===== src/rtl/mm_tile_scheduler_if.sv =====
// Command, A/B instruction and tile-completion signals of the matrix-multiply tile scheduler.
// The master modport is the scheduler side. The slave modport is the environment side.
interface mm_tile_scheduler_if #(
    parameter int N                   = 4,
    parameter int MEMORY_ADDRESS_BITS = 64,
    parameter int MAX_MATRIX_LENGTH   = 4096,
    parameter int COUNTER_BITS        = $clog2(MAX_MATRIX_LENGTH + 1),
    parameter int TILE_BITS           = $clog2(MAX_MATRIX_LENGTH / N + 1)
);
    logic                           cmd_valid;
    logic                           cmd_ready;
    logic [MEMORY_ADDRESS_BITS-1:0] cmd_a_base;
    logic [MEMORY_ADDRESS_BITS-1:0] cmd_b_base;
    logic [COUNTER_BITS-1:0]        cmd_k_len;
    logic [TILE_BITS-1:0]           cmd_row_tiles;
    logic [TILE_BITS-1:0]           cmd_col_tiles;

    logic                           a_instr_valid;
    logic                           a_instr_ready;
    logic [MEMORY_ADDRESS_BITS-1:0] a_address;
    logic [COUNTER_BITS-1:0]        a_length;
    logic [TILE_BITS-1:0]           a_repeats;

    logic                           b_instr_valid;
    logic                           b_instr_ready;
    logic [MEMORY_ADDRESS_BITS-1:0] b_address;
    logic [COUNTER_BITS-1:0]        b_length;
    logic [TILE_BITS-1:0]           b_repeats;

    logic                           tile_done;
    logic                           busy;
    logic                           cmd_done;

    modport master (
        input  cmd_valid, cmd_a_base, cmd_b_base, cmd_k_len, cmd_row_tiles, cmd_col_tiles,
        input  a_instr_ready, b_instr_ready, tile_done,
        output cmd_ready, a_instr_valid, a_address, a_length, a_repeats,
        output b_instr_valid, b_address, b_length, b_repeats, busy, cmd_done
    );

    modport slave (
        output cmd_valid, cmd_a_base, cmd_b_base, cmd_k_len, cmd_row_tiles, cmd_col_tiles,
        output a_instr_ready, b_instr_ready, tile_done,
        input  cmd_ready, a_instr_valid, a_address, a_length, a_repeats,
        input  b_instr_valid, b_address, b_length, b_repeats, busy, cmd_done
    );
endinterface


===== src/rtl/mm_tile_scheduler.sv =====
// Sequences one C = A x B over N x N output tiles: one A row-block per row tile, one B block per tile.
// Optional performance counters are enabled by defining TILE_SCHED_PERF_EN.
module mm_tile_scheduler #(
    parameter int N                   = 4,
    parameter int MEMORY_ADDRESS_BITS = 64,
    parameter int MAX_MATRIX_LENGTH   = 4096,
    parameter int COUNTER_BITS        = $clog2(MAX_MATRIX_LENGTH + 1),
    parameter int TILE_BITS           = $clog2(MAX_MATRIX_LENGTH / N + 1)
) (
    input  logic                       clk,
    input  logic                       reset,
    mm_tile_scheduler_if.master        bus
`ifdef TILE_SCHED_PERF_EN
    ,
    output logic [31:0]                stall_cycles,
    output logic [31:0]                issue_cycles
`endif
);
    localparam int                           DONE_BITS = 2 * TILE_BITS;
    localparam logic [MEMORY_ADDRESS_BITS-1:0] ADDR_N  = MEMORY_ADDRESS_BITS'(N);

    typedef enum logic [2:0] {
        S_IDLE    = 3'd0,
        S_ISSUE_A = 3'd1,
        S_ISSUE_B = 3'd2,
        S_DRAIN   = 3'd3,
        S_FINISH  = 3'd4
    } state_t;

    state_t                         r_state;
    state_t                         w_next_state;
    logic [MEMORY_ADDRESS_BITS-1:0] r_a_ptr;
    logic [MEMORY_ADDRESS_BITS-1:0] r_b_ptr;
    logic [MEMORY_ADDRESS_BITS-1:0] r_b_base;
    logic [MEMORY_ADDRESS_BITS-1:0] r_stride;
    logic [COUNTER_BITS-1:0]        r_k_len;
    logic [TILE_BITS-1:0]           r_row_tiles;
    logic [TILE_BITS-1:0]           r_col_tiles;
    logic [TILE_BITS-1:0]           r_row_idx;
    logic [TILE_BITS-1:0]           r_col_idx;
    logic [DONE_BITS-1:0]           r_done_cnt;
    logic [DONE_BITS-1:0]           r_total;

    logic w_accept;
    logic w_degenerate;
    logic w_a_xfer;
    logic w_b_xfer;
    logic w_last_col;
    logic w_last_row;

    assign w_accept     = bus.cmd_valid && (r_state == S_IDLE);
    assign w_degenerate = (bus.cmd_k_len == COUNTER_BITS'(0)) || (bus.cmd_row_tiles == TILE_BITS'(0))
                          || (bus.cmd_col_tiles == TILE_BITS'(0));
    assign w_a_xfer     = (r_state == S_ISSUE_A) && bus.a_instr_ready;
    assign w_b_xfer     = (r_state == S_ISSUE_B) && bus.b_instr_ready;
    assign w_last_col   = (r_col_idx == r_col_tiles - TILE_BITS'(1));
    assign w_last_row   = (r_row_idx == r_row_tiles - TILE_BITS'(1));

    // State register
    always_ff @(posedge clk) begin
        if (reset) begin
            r_state <= S_IDLE;
        end else begin
            r_state <= w_next_state;
        end
    end

    // Next-state logic
    always_comb begin
        w_next_state = r_state;
        case (r_state)
            S_IDLE: begin
                if (w_accept) begin
                    w_next_state = w_degenerate ? S_FINISH : S_ISSUE_A;
                end else begin
                    w_next_state = S_IDLE;
                end
            end
            S_ISSUE_A: begin
                if (w_a_xfer) begin
                    w_next_state = S_ISSUE_B;
                end else begin
                    w_next_state = S_ISSUE_A;
                end
            end
            S_ISSUE_B: begin
                if (w_b_xfer && w_last_col) begin
                    w_next_state = w_last_row ? S_DRAIN : S_ISSUE_A;
                end else begin
                    w_next_state = S_ISSUE_B;
                end
            end
            S_DRAIN: begin
                if (r_done_cnt == r_total) begin
                    w_next_state = S_FINISH;
                end else begin
                    w_next_state = S_DRAIN;
                end
            end
            S_FINISH: w_next_state = S_IDLE;
            default:  w_next_state = S_IDLE;
        endcase
    end

    // Outputs decoded from the registered state only, so valids never follow ready
    always_comb begin
        bus.cmd_ready     = 1'b0;
        bus.busy          = 1'b1;
        bus.a_instr_valid = 1'b0;
        bus.b_instr_valid = 1'b0;
        bus.cmd_done      = 1'b0;
        case (r_state)
            S_IDLE: begin
                bus.cmd_ready = 1'b1;
                bus.busy      = 1'b0;
            end
            S_ISSUE_A: bus.a_instr_valid = 1'b1;
            S_ISSUE_B: bus.b_instr_valid = 1'b1;
            S_DRAIN:   bus.busy          = 1'b1;
            S_FINISH:  bus.cmd_done      = 1'b1;
            default:   bus.busy          = 1'b1;
        endcase
    end

    assign bus.a_address = r_a_ptr;
    assign bus.a_length  = r_k_len;
    assign bus.a_repeats = r_col_tiles;
    assign bus.b_address = r_b_ptr;
    assign bus.b_length  = r_k_len;
    assign bus.b_repeats = TILE_BITS'(1);

    // Command latch and address/tile-index walk
    always_ff @(posedge clk) begin
        if (reset) begin
            r_a_ptr     <= MEMORY_ADDRESS_BITS'(0);
            r_b_ptr     <= MEMORY_ADDRESS_BITS'(0);
            r_b_base    <= MEMORY_ADDRESS_BITS'(0);
            r_stride    <= MEMORY_ADDRESS_BITS'(0);
            r_k_len     <= COUNTER_BITS'(0);
            r_row_tiles <= TILE_BITS'(0);
            r_col_tiles <= TILE_BITS'(0);
            r_row_idx   <= TILE_BITS'(0);
            r_col_idx   <= TILE_BITS'(0);
            r_total     <= DONE_BITS'(0);
        end else if (w_accept) begin
            r_a_ptr     <= bus.cmd_a_base;
            r_b_ptr     <= bus.cmd_b_base;
            r_b_base    <= bus.cmd_b_base;
            r_stride    <= ADDR_N * MEMORY_ADDRESS_BITS'(bus.cmd_k_len);
            r_k_len     <= bus.cmd_k_len;
            r_row_tiles <= bus.cmd_row_tiles;
            r_col_tiles <= bus.cmd_col_tiles;
            r_row_idx   <= TILE_BITS'(0);
            r_col_idx   <= TILE_BITS'(0);
            r_total     <= DONE_BITS'(bus.cmd_row_tiles) * DONE_BITS'(bus.cmd_col_tiles);
        end else if (w_a_xfer) begin
            r_a_ptr   <= r_a_ptr + r_stride;
            r_b_ptr   <= r_b_base;
            r_col_idx <= TILE_BITS'(0);
        end else if (w_b_xfer) begin
            r_b_ptr   <= r_b_ptr + r_stride;
            r_col_idx <= r_col_idx + TILE_BITS'(1);
            if (w_last_col && !w_last_row) begin
                r_row_idx <= r_row_idx + TILE_BITS'(1);
            end
        end
    end

    // Tile completions count in every non-idle state; accept restarts the count
    always_ff @(posedge clk) begin
        if (reset || w_accept) begin
            r_done_cnt <= DONE_BITS'(0);
        end else if ((r_state != S_IDLE) && bus.tile_done) begin
            r_done_cnt <= r_done_cnt + DONE_BITS'(1);
        end
    end

`ifdef TILE_SCHED_PERF_EN
    logic w_stall;
    assign w_stall = ((r_state == S_ISSUE_A) && !bus.a_instr_ready)
                     || ((r_state == S_ISSUE_B) && !bus.b_instr_ready);

    // Saturating stall and activity counters
    always_ff @(posedge clk) begin
        if (reset || w_accept) begin
            stall_cycles <= 32'd0;
            issue_cycles <= 32'd0;
        end else begin
            if (w_stall && (stall_cycles != 32'hFFFF_FFFF)) begin
                stall_cycles <= stall_cycles + 32'd1;
            end
            if ((r_state != S_IDLE) && (issue_cycles != 32'hFFFF_FFFF)) begin
                issue_cycles <= issue_cycles + 32'd1;
            end
        end
    end
`endif
endmodule

===== src/flat_wrapper.sv =====
// flat-port wrapper written by rule: the top's interface ports become plain ports
module mm_tile_scheduler_flat 
#(
    parameter int N                   = 4,
    parameter int MEMORY_ADDRESS_BITS = 64,
    parameter int MAX_MATRIX_LENGTH   = 4096,
    parameter int COUNTER_BITS        = $clog2(MAX_MATRIX_LENGTH + 1),
    parameter int TILE_BITS           = $clog2(MAX_MATRIX_LENGTH / N + 1)
)
  (clk, reset, bus_cmd_valid, bus_cmd_a_base, bus_cmd_b_base, bus_cmd_k_len, bus_cmd_row_tiles, bus_cmd_col_tiles, bus_a_instr_ready, bus_b_instr_ready, bus_tile_done, bus_cmd_ready, bus_a_instr_valid, bus_a_address, bus_a_length, bus_a_repeats, bus_b_instr_valid, bus_b_address, bus_b_length, bus_b_repeats, bus_busy, bus_cmd_done);
  mm_tile_scheduler_if #(.N(N), .MEMORY_ADDRESS_BITS(MEMORY_ADDRESS_BITS), .MAX_MATRIX_LENGTH(MAX_MATRIX_LENGTH), .COUNTER_BITS(COUNTER_BITS), .TILE_BITS(TILE_BITS)) bus_i ();
  input  logic clk;
  input  logic reset;
  input wire logic [$bits(bus_i.cmd_valid)-1:0] bus_cmd_valid;
  input wire logic [$bits(bus_i.cmd_a_base)-1:0] bus_cmd_a_base;
  input wire logic [$bits(bus_i.cmd_b_base)-1:0] bus_cmd_b_base;
  input wire logic [$bits(bus_i.cmd_k_len)-1:0] bus_cmd_k_len;
  input wire logic [$bits(bus_i.cmd_row_tiles)-1:0] bus_cmd_row_tiles;
  input wire logic [$bits(bus_i.cmd_col_tiles)-1:0] bus_cmd_col_tiles;
  input wire logic [$bits(bus_i.a_instr_ready)-1:0] bus_a_instr_ready;
  input wire logic [$bits(bus_i.b_instr_ready)-1:0] bus_b_instr_ready;
  input wire logic [$bits(bus_i.tile_done)-1:0] bus_tile_done;
  output wire logic [$bits(bus_i.cmd_ready)-1:0] bus_cmd_ready;
  output wire logic [$bits(bus_i.a_instr_valid)-1:0] bus_a_instr_valid;
  output wire logic [$bits(bus_i.a_address)-1:0] bus_a_address;
  output wire logic [$bits(bus_i.a_length)-1:0] bus_a_length;
  output wire logic [$bits(bus_i.a_repeats)-1:0] bus_a_repeats;
  output wire logic [$bits(bus_i.b_instr_valid)-1:0] bus_b_instr_valid;
  output wire logic [$bits(bus_i.b_address)-1:0] bus_b_address;
  output wire logic [$bits(bus_i.b_length)-1:0] bus_b_length;
  output wire logic [$bits(bus_i.b_repeats)-1:0] bus_b_repeats;
  output wire logic [$bits(bus_i.busy)-1:0] bus_busy;
  output wire logic [$bits(bus_i.cmd_done)-1:0] bus_cmd_done;
  assign bus_i.cmd_valid = bus_cmd_valid;
  assign bus_i.cmd_a_base = bus_cmd_a_base;
  assign bus_i.cmd_b_base = bus_cmd_b_base;
  assign bus_i.cmd_k_len = bus_cmd_k_len;
  assign bus_i.cmd_row_tiles = bus_cmd_row_tiles;
  assign bus_i.cmd_col_tiles = bus_cmd_col_tiles;
  assign bus_i.a_instr_ready = bus_a_instr_ready;
  assign bus_i.b_instr_ready = bus_b_instr_ready;
  assign bus_i.tile_done = bus_tile_done;
  assign bus_cmd_ready = bus_i.cmd_ready;
  assign bus_a_instr_valid = bus_i.a_instr_valid;
  assign bus_a_address = bus_i.a_address;
  assign bus_a_length = bus_i.a_length;
  assign bus_a_repeats = bus_i.a_repeats;
  assign bus_b_instr_valid = bus_i.b_instr_valid;
  assign bus_b_address = bus_i.b_address;
  assign bus_b_length = bus_i.b_length;
  assign bus_b_repeats = bus_i.b_repeats;
  assign bus_busy = bus_i.busy;
  assign bus_cmd_done = bus_i.cmd_done;
  mm_tile_scheduler #(.N(N), .MEMORY_ADDRESS_BITS(MEMORY_ADDRESS_BITS), .MAX_MATRIX_LENGTH(MAX_MATRIX_LENGTH), .COUNTER_BITS(COUNTER_BITS), .TILE_BITS(TILE_BITS)) u_core (.clk(clk), .reset(reset), .bus(bus_i));
endmodule

===== config.mk =====
export PLATFORM = sky130hd
export DESIGN_NAME = mm_tile_scheduler_flat
export DESIGN_NICKNAME = d
export VERILOG_FILES = /design/src/rtl/mm_tile_scheduler_if.sv /design/src/rtl/mm_tile_scheduler.sv /design/src/flat_wrapper.sv
export SDC_FILE = /design/constraint.sdc
export NUM_CORES = 1
export LEC_CHECK = 0
export CAP_MARGIN = 20
export CELL_PAD_IN_SITES_DETAIL_PLACEMENT = 1
export CELL_PAD_IN_SITES_GLOBAL_PLACEMENT = 1
export CORE_MARGIN = 2
export CORE_UTILIZATION = 43
export DETAILED_ROUTE_END_ITERATION = 8
export GPL_TIMING_DRIVEN = 0
export PLACE_DENSITY_LB_ADDON = 0.1
export SKIP_CTS_REPAIR_TIMING = 1
export SYNTH_ARGS = -nofsm -noshare
export SYNTH_HDL_FRONTEND = slang
export SYNTH_SLANG_ARGS = --single-unit

===== constraint.sdc =====
create_clock -name clk -period 19.7 [get_ports clk]
set_clock_uncertainty 0.05 [all_clocks]
set_input_delay 5.91 -clock clk [delete_from_list [all_inputs] [get_ports clk]]
set_output_delay 5.91 -clock clk [all_outputs]
set_load 0.01 [all_outputs]

==> results of run 1 <==
flip-flops by register name, indices dropped and copies added, names as in the netlist, 13 cells and up:
register              count
u_core.bus.a_address     64
u_core.bus.b_address     64
u_core.r_b_base          64
u_core.r_done_cnt        22
u_core.r_total           22
u_core.bus.a_length      13
stage by stage:
stage | area (um2) | util (%)
5_1_grt | 25300 | 55.7
3_3_place_gp | 24100 | 52.9
6_report | 25300 | 55.7
4_1_cts | 25300 | 55.7
2_1_floorplan | 19900 | -
3_5_place_dp | 24100 | 52.9
worst max-delay path by stage:
stage,to,slack (ns),depth (start not counted)
5_1_grt,u_core.r_total[20],7.76,20
4_1_cts,u_core.r_total[20],8.01,20
3_3_place_gp,u_core.r_total[20],7.55,20
6_report,u_core.r_total[20],8.06,20
2_1_floorplan,u_core.r_total[20],8.74,19
3_5_place_dp,u_core.r_total[20],7.46,20
worst reg2reg max path, delay by kind of cell, from the launching register on:
family / cells / cell delay (ns)
buf+inv: 5 / 2.90
simple gates: 3 / 1.30
flops: 1 / 0.30
compound gates: 1 / 0.19
cell usage in the layout, fill, tap and decap left out, types with 15 or more instances in the layout:
master	netlist	final
inv_1	128	128
xor2_1	77	77
a21o_1	17	17
o211ai_1	25	25
clkbuf_16	0	38
fa_1	82	82
nand3_1	60	60
and3_1	54	54
nand2_1	431	431
clkdlybuf4s50_1	0	337
ha_1	91	91
nor3_1	72	72
nor2_1	186	186
clkbuf_1	127	132
xnor2_1	69	69
and2_1	92	92
nand4_1	33	33
o21a_1	15	15
a21oi_1	197	197
o21ai_0	68	68
or3_1	19	19
a311oi_1	23	23
nor4_1	46	46
a211oi_1	53	53
buf_4	25	26
dfxtp_1	296	296
cell families (layout without fill, tap and decap cells):
| group | Yosys count | count (layout) | share of synthesized area [%] |
|---|---|---|---|
| xor gates and xnor gates | 146 | 146 | 6.43 |
| AOI/OAI and AO/OA | 533 | 533 | 17.8 |
| DFF | 296 | 296 | 29.8 |
| adders and majority gates | 173 | 173 | 14.0 |
| and+or+nand+nor | 1063 | 1063 | 25.4 |
| muxes | 10 | 10 | 0.503 |
| other | 2 | 14 | 0.0377 |
| buffers and inverters | 295 | 699 | 6.08 |
power by group:
| part | switching [uW] | internal, uW |
|---|---|---|
| logic | 572 | 427 |
| clock network | 293 | 442 |
| registers | 81.6 | 661 |
metal layers:
| metal | vias to the layer above | GRT usage [%] | wire length [um] |
|---|---|---|---|
| met2 | 929 | 62.5 | 42300 |
| met1 | 10632 | 46.0 | 36800 |
| met3 | 244 | 7.47 | 7520 |
| met4 | 0 | 17.7 | 4490 |
| met5 | - | 0 | 0 |
| li1 | 9525 | - | - |
cell type report:
cell class	instances	share of cell area, %
plain buffers	166	2.86
well taps	600	2.96
flip-flops and latches	296	23.4
inverters	129	1.91
multi-input cells	1936	50.5
diodes	3	0.0296
clock buffers	49	4.15
clock inverters	16	0.879
repair buffers	339	13.4
==> reports/metrics.yaml, run 1 <==
critical_path:
  crit_family: "adder cells"
  cp_max_fo: 10
  critPathCaptureType: "flip-flop"
  cp-startpoint: "bus_cmd_col_tiles[7]"
  cp_num_buf_inv: 5
  reg2reg_to: "u_core.bus.a_address[3]"
  cp_slowest_cell: "clkbuf_1"
  rr_worst_depth: 9
  cpPeakStageDelay_ns: 0.58
  worstPathRequired_ns: 20.09
  critPathArrivalTime_ns: 12.04
  cp_common_cell: "fa_1"
  regToRegSetupSlack_ns: 14.88
  crit_chain: "clkdlybuf4s50_1 -> clkbuf_1 -> nand2_1 -> fa_1 -> fa_1 -> fa_1 -> inv_1 -> fa_1 -> inv_1 -> fa_1 -> inv_1 -> ha_1 -> and3_1 -> and3b_1 -> a41o_1 -> o31a_1 -> a41oi_1 -> a21boi_0 -> xor2_1 -> a22o_1"
  crit_type: "in2reg"
  r2r_start: "u_core.r_state[2]"
  start_kind: "input port"
pwr:
  power_uw: 2480
  ir_drop_mv: 0.0618
  p_leak_uw: 0.0100
  power_density_nw_per_um2: 97.7
final_layout:
  nets: 3246
  synthToLayoutAreaGrowth_pct: 27.4
  multi_input_area_um2: 12800
  drive_gt1_share_pct: 3.92
  final_cells: 3534
  fill_cells: 5593
  seqCellArea_um2: 5930
yosys:
  synth_top_area_cell: "dfxtp_1"
  synth_edf_count: 0
  synth_common_cells: "431 x nand2_1, 296 x dfxtp_1, 197 x a21oi_1, 186 x nor2_1, 128 x inv_1"
  synth_most_common_cell: "nand2_1"
  syn_area_um2: 19900
  synth_area_leaders: "dfxtp_1 30%, fa_1 8.3%, nand2_1 8.1%"
  post-synth-top-area-fraction_pct: 29.8
  ys_ff_latch: 296
  ys_async_sr_fraction_pct: 0
  ys_types: 81
  synth_flop_cell: "dfxtp_1"
  synth_warnings: 0
  synth_cells: 2518
  ys_seq_area_share_pct: 29.8
  postSynthAreaPerCell_um2: 7.90
global_routing:
  grt_pass1_wl_um: 135000
  grt.overflow.total: 0
  antenna_found_initial: 3
  grt_max_degree: 14
  grt.total_usage_pct: 37.3
  grt_pass1_vias: 22161
drt:
  drc: 0
  wl_per_cell_um: 25.8
  num_vias: 21330
  drt_pre_antenna_iters: 5
  ant_nets: 0
  drt_iter0_markers: 1715
  viasPerCell: 6.04
  wl_um: 91100
clocking:
  cts_buffers: 36
  cts_tree: "done"
  cts_sinks: 296
  worstSkewPairLatency_ns: 0.57
  clk_path_buf_depth: 3
  cts-htree-levels: 2
  clk_pin_slew_ns: 0.06
  cts-root-buf: "clkbuf_16"
placed_design:
  gp_congestion: 0.972
  placedCellCount: 3466
  port_buffers: 337
  pre_cts_ws_ns: 7.46
  dp_hpwl_um: 69200
sta:
  min_period_ns: 11.64
  finalWorstSetupSlack_ns: 8.06
  setup_tns_ns: 0
  finalHoldViolCount: 0
  period_share_pct: 59.1
  rsz0062_at_grt: "no"
  maxSlewViolCount: 0
  worst_pin_slew_ns: 1.21
  setup_viol: 0
  max_slew_margin_pct: 19.1
  max_freq_mhz: 85.9
  whs_ns: 0.405
floorplanning:
  ios: 350
  dieHeight_um: 219
  coreArea_um2: 45500
  die_area_um2: 48000
  rows: 78
  start_util_pct: 43.7
  die_w_um: 219
min_path:
  whs_endpoint: "u_core.r_b_base[24]"
  hp-class: "reg2reg"
  hold-path-cell-count: 2
  hp-start: "u_core.r_b_base[24]"
job:
  maxCapViolCount: 0
outcome:
  outcome: "finished clean"
(Power assumes the default switching activity.)
==> inputs of run 2 (changes only) <==
CORE_UTILIZATION = 40   (was 43)
clock period = 12.15 ns   (was 19.7 ns; I/O delays follow)
==> run 2 against run 1 <==
Register-to-register slack got worse by 7.6 ns. Sequential power increased by 63%. Via count decreased by 0.60%. Hold slack improved by 0.0050 ns. Wire length decreased by 0.11%. Flip-flop and latch count unchanged. Clock power increased by 54%. Sequential share of layout area about the same. Critical endpoint unchanged. Highest routed layer is now met5.
==> reports/metrics.yaml, run 2 (synthesis gave the netlist of run 1 again) <==
sta:
  setup_tns_ns: 0  # unchanged
  rsz0062_at_grt: "no"
  max_slew_margin_pct: 21.8  # +2.7 points
  period_share_pct: 77.0
  max_freq_mhz: 107
  worst_pin_slew_ns: 1.17  # -0.0400 ns
  min_period_ns: 9.36
  setup_viol: 0  # unchanged
  finalHoldViolCount: 0  # unchanged
  maxSlewViolCount: 0  # unchanged
drt:
  topRoutingLayerUsed: "met5"
  wl_met2_um: 41600  # -1.6%
  drt_iter0_markers: 1993  # +16%
  viasPerCell: 5.89  # -2.4%
  drc: 0  # unchanged
  wl_met1_um: 37300  # +1.4%
  num_vias: 21203  # -0.60%
  drt_pre_antenna_iters: 5  # unchanged
  wl_per_cell_um: 25.3  # -1.9%
  ant_nets: 0  # unchanged
  wl_um: 91000  # -0.11%
  met3_length_um: 7550  # +0.40%
critical_path:
  crit_type: "in2reg"
  crit_chain: "clkdlybuf4s50_1 -> clkbuf_1 -> nand2_1 -> fa_1 -> inv_1 -> fa_1 -> fa_1 -> fa_1 -> inv_1 -> fa_1 -> inv_1 -> ha_1 -> and3_1 -> and3b_1 -> a41o_1 -> o31a_1 -> a41oi_1 -> a21boi_0 -> xor2_1 -> a22o_1"
  critPathArrivalTime_ns: 9.74  # -2.30 ns
  cpPeakStageDelay_ns: 0.59  # about the same
  critPathCaptureType: "flip-flop"
  cp_slowest_cell: "clkdlybuf4s50_1"
  crit_family: "adder cells"
  worstPathRequired_ns: 12.53  # -7.56 ns
  cp.depth: 20  # unchanged
  cp_max_fo: 10  # unchanged
  rr_worst_depth: 9  # unchanged
  cp_common_cell: "fa_1"
  start_kind: "input port"
  cp_num_buf_inv: 5  # unchanged
floorplanning:
  ios: 350  # unchanged
  dieHeight_um: 227  # +3.6%
  start_util_pct: 40.6  # -3.2 points
  die_w_um: 227  # +3.6%
  coreArea_um2: 49100  # +7.9%
  rows: 81  # +3.8%
  die_area_um2: 51500  # +7.4%
clocking:
  cts_tree: "done"
  cts_sinks: 296  # unchanged
  cts-htree-levels: 2  # unchanged
  clk_path_buf_depth: 3  # unchanged
  worstSkewPairLatency_ns: 0.57  # about the same
  clk_pin_slew_ns: 0.06  # about the same
  cts_buffers: 36  # unchanged
  cts-root-buf: "clkbuf_16"
global_routing:
  grt.overflow.total: 0  # unchanged
  antenna_found_initial: 6  # +3
  grt_pass1_wl_um: 134000  # -0.63%
  grt_max_degree: 13  # -1
  grt.total_usage_pct: 34.6  # -2.7 points
  grt_pass1_vias: 21772  # -1.8%
final_layout:
  final_cells: 3599  # +1.8%
  fill_cells: 6069  # +8.5%
  final_common_cell: "nand2_1"
  synthToLayoutAreaGrowth_pct: 27.5  # about the same
  nets: 3246  # unchanged
  fin_util_pct: 51.7  # -4.0 points
  drive_gt1_share_pct: 3.86  # -0.067 points
  most-common-layout-cells: "431 x nand2_1, 337 x clkdlybuf4s50_1, 296 x dfxtp_1"
min_path:
  hp-class: "reg2reg"
  hold-path-cell-count: 2  # unchanged
pwr:
  p_leak_uw: 0.00998  # -0.40%
  ir_drop_mv: 0.0850  # +38%
  power_density_nw_per_um2: 155  # +59%
placed_design:
  port_buffers: 337  # unchanged
  gp_congestion: 0.959  # -1.3%
  placedCellCount: 3529  # +1.8%
  dp_hpwl_um: 69100  # about the same
outcome:
  outcome: "finished clean"
job:
  maxCapViolCount: 0  # unchanged
==> run 2: metal layers <==
| metal | up-vias | GRT usage, % |
|---|---|---|
| li1 | 9517 | - |
| met1 | 10482 | 43.8 |
| met2 | 936 | 56.7 |
| met3 | 264 | 6.92 |
| met4 | 4 | 16.2 |
| met5 | - | 0 |
==> run 2: final timing paths <==
kind | startpoint | to | slack (ns)
min | u_core.r_b_base[54] | u_core.r_b_base[54] | 0.41
max | bus_cmd_col_tiles[4] | u_core.r_total[20] | 2.79
min reg2reg | u_core.r_b_base[54] | u_core.r_b_base[54] | 0.41
max reg2reg | u_core.r_state[2] | u_core.bus.a_address[3] | 7.33
==> run 2: final cells by class <==
type / instances / area, um2 / share of cell area (%)
Inverter: 129 / 484 / 1.91
Clock inverter: 15 / 164 / 0.646
Antenna cell: 5 / 12.5 / 0.0493
Sequential cell: 296 / 5930 / 23.4
Buffer: 166 / 726 / 2.86
Multi-Input combinational cell: 1936 / 12800 / 50.5
Tap cell: 664 / 831 / 3.27
Clock buffer: 49 / 1030 / 4.07
Timing Repair Buffer: 339 / 3390 / 13.4
==> run 2: power by group <==
part	internal, uW	switching, uW
clock network	661	465
registers	1070	134
logic	691	921
total	2420	1520
==> run 2: worst register-to-register path, cell delays in order (launching register included) <==
cell	delay (ns)
dfxtp_1	0.29
buf_2	0.18
nor3_1	0.79
and2_1	0.22
clkbuf_1	0.32
clkbuf_1	0.82
clkbuf_1	0.82
clkbuf_1	0.81
nand2_1	0.29
a21oi_1	0.18
==> run 2: through the flow <==
stage                     total power (uW)  hold slack (ns)  area (um2)  setup slack (ns)
final                                 3940            0.410       25400              2.79
after global routing                  4160            0.425       25400              2.48
after detailed placement              2810            0.400       24100              2.18
after CTS                             3940            0.409       25300              2.76
after floorplan                       2200            0.383       19900              3.45
after global placement                2750            0.389       24100              2.27
==> inputs of run 3 (changes only) <==
CORE_UTILIZATION = 36   (was 40)
clock period = 7.6 ns   (was 12.15 ns; I/O delays follow)
==> run 3 against run 2 <==
Count of clock-buffer cells in the layout rose by 6. Via count shrank 0.68%. Register-to-register slack worse by 4.9 ns. First-iteration DRC count down 15%. Cell count up 1.1%. Die area is 11% higher. Highest routed layer unchanged.
==> reports/metrics.yaml, run 3 (synthesis gave the netlist of run 1 again) <==
drt:
  ant_nets: 0  # unchanged
  viasPerCell: 5.79  # -1.7%
  drt_pre_antenna_iters: 5  # unchanged
  wl_um: 92900  # +2.1%
  drc: 0  # unchanged
  num_vias: 21058  # -0.68%
  drt_iter0_markers: 1695  # -15%
  wl_per_cell_um: 25.5  # +0.96%
pwr:
  pwr-share-seq_pct: 30.1  # -0.5 points
  p_leak_uw: 0.0102  # +2.6%
  power_density_nw_per_um2: 250  # +61%
  clockPowerShare_pct: 29.2  # +0.7 points
  power.share.switching_pct: 38.4  # -0.12 points
  ir_drop_mv: 0.154  # +82%
  p_int_uw: 3950  # +63%
  pwr-share-comb_pct: 40.7  # -0.2 points
  switching_power_uw: 2460  # +62%
final_layout:
  num_antenna_cells: 0  # -5
  final_common_cell: "nand2_1"
  drive_gt1_share_pct: 4.67  # +0.81 points
  nets: 3249  # +0.092%
  postLayoutCellArea_um2: 25600  # +1.1%
  most-common-layout-cells: "431 x nand2_1, 319 x clkdlybuf4s50_1, 296 x dfxtp_1"
  synthToLayoutAreaGrowth_pct: 28.8
sta:
  setup_viol: 0  # unchanged
  max_freq_mhz: 136
  max_slew_margin_pct: 21.7  # -0.11 points
  min_period_ns: 7.37
  finalHoldViolCount: 0  # unchanged
  period_share_pct: 97.0
  setup_tns_ns: 0  # unchanged
  whs_ns: 0.406  # -0.00377 ns
  worst_pin_slew_ns: 1.18  # +0.00159 ns
  maxSlewViolCount: 0  # unchanged
floorplanning:
  ios: 350  # unchanged
  dieHeight_um: 239  # +5.3%
  die_w_um: 239  # +5.3%
  die_area_um2: 57200  # +11%
  rows: 86  # +6.2%
  start_util_pct: 36.3  # -4.3 points
  coreArea_um2: 54900  # +12%
global_routing:
  grt_pass1_vias: 21352  # -1.9%
  grt_pass1_wl_um: 137000  # +1.9%
  antenna_found_initial: 2  # -4
  grt.total_usage_pct: 31.9  # -2.7 points
  grt_max_degree: 13  # unchanged
  grt.overflow.total: 0  # unchanged
placed_design:
  gp_congestion: 0.928  # -3.3%
  port_buffers: 337  # unchanged
  dp_hpwl_um: 70800  # +2.4%
  dpl_cell_area_um2: 24200  # +0.21%
clocking:
  cts-root-buf: "clkbuf_16"
  cts_tree: "done"
  clk_path_buf_depth: 3  # unchanged
  cts_buffers: 37  # +2.8%
  cts-htree-levels: 2  # unchanged
  worstSkewPairLatency_ns: 0.59  # +0.02 ns
  clk_pin_slew_ns: 0.06  # about the same
  cts_sinks: 296  # unchanged
critical_path:
  reg2reg_to: "u_core.bus.a_address[3]"
  regToRegSetupSlack_ns: 2.39  # -4.94 ns
  crit_type: "in2reg"
  worstSetupEndpoint: "u_core.r_total[20]"
  worstPathRequired_ns: 8.00  # -4.53 ns
  start_kind: "input port"
  critPathArrivalTime_ns: 7.77  # -1.97 ns
  cp-startpoint: "bus_cmd_col_tiles[7]"
  rr_worst_depth: 9  # unchanged
  r2r_start: "u_core.r_state[2]"
  critPathCaptureType: "flip-flop"
  cp_max_fo: 5  # -5
min_path:
  hp-class: "reg2reg"
outcome:
  outcome: "finished clean"
job:
  maxCapViolCount: 0  # unchanged
run 3: cell type report:
type | count | area, um2
Buffer | 166 | 846
Clock buffer | 55 | 1060
Clock inverter | 11 | 181
Fill cell | 6656 | 29200
Inverter | 129 | 484
Multi-Input combinational cell | 1936 | 12800
Sequential cell | 296 | 5930
Tap cell | 704 | 881
Timing Repair Buffer | 341 | 3440
run 3: power groups by stage:
stage                     logic (uW)  registers [uW]  clock network (uW)
after floorplan                 1600            1920                   0
after global placement          2510            1950                   0
after detailed placement        2570            1960                   0
after CTS                       2590            1920                1890
after global routing            2900            1940                1940
final                           2610            1930                1870
run 3: layer usage:
metal / wire [um] / up-vias / track usage [%]
met4: 3200 / 4 / 10.8
met2: 42900 / 810 / 52.6
li1: - / 9533 / -
met5: 25 / - / 0
met3: 6370 / 172 / 4.78
met1: 40400 / 10539 / 42.4
run 3: critical path, cell delays in order:
cell             delay, ns
clkdlybuf4s50_1       0.48
and2_1                0.21
fa_1                  0.57
fa_1                  0.45
fa_1                  0.52
fa_1                  0.55
inv_1                 0.06
fa_1                  0.55
inv_1                 0.06
ha_1                  0.36
and3_1                0.23
and3b_1               0.17
a41o_1                0.23
o31a_1                0.34
a41oi_2               0.23
a21boi_0              0.13
xor2_1                0.16
a22o_1                0.20
run 3: worst min-delay path by stage:
stage	slack (ns)	from	cells past startpoint	to
2_1_floorplan	0.38	u_core.r_b_base[24]	2	u_core.r_b_base[24]
3_3_place_gp	0.39	u_core.r_b_base[32]	2	u_core.r_b_base[32]
3_5_place_dp	0.40	u_core.r_b_base[47]	2	u_core.r_b_base[47]
4_1_cts	0.40	u_core.r_b_base[47]	2	u_core.r_b_base[47]
5_1_grt	0.42	u_core.r_b_base[56]	2	u_core.r_b_base[56]
6_report	0.41	u_core.r_b_base[47]	2	u_core.r_b_base[47]
run 3: metrics by stage:
stage	total power [uW]	utilization, %	instances	setup slack, ns
3_5_place_dp	4520	44.1	3569	-1.08
6_report	6410	46.7	3638	0.227
4_1_cts	6400	46.4	3635	-0.494
2_1_floorplan	3520	-	2527	0.266
5_1_grt	6790	46.7	3638	-0.0354
3_3_place_gp	4450	44.1	3568	-1.03
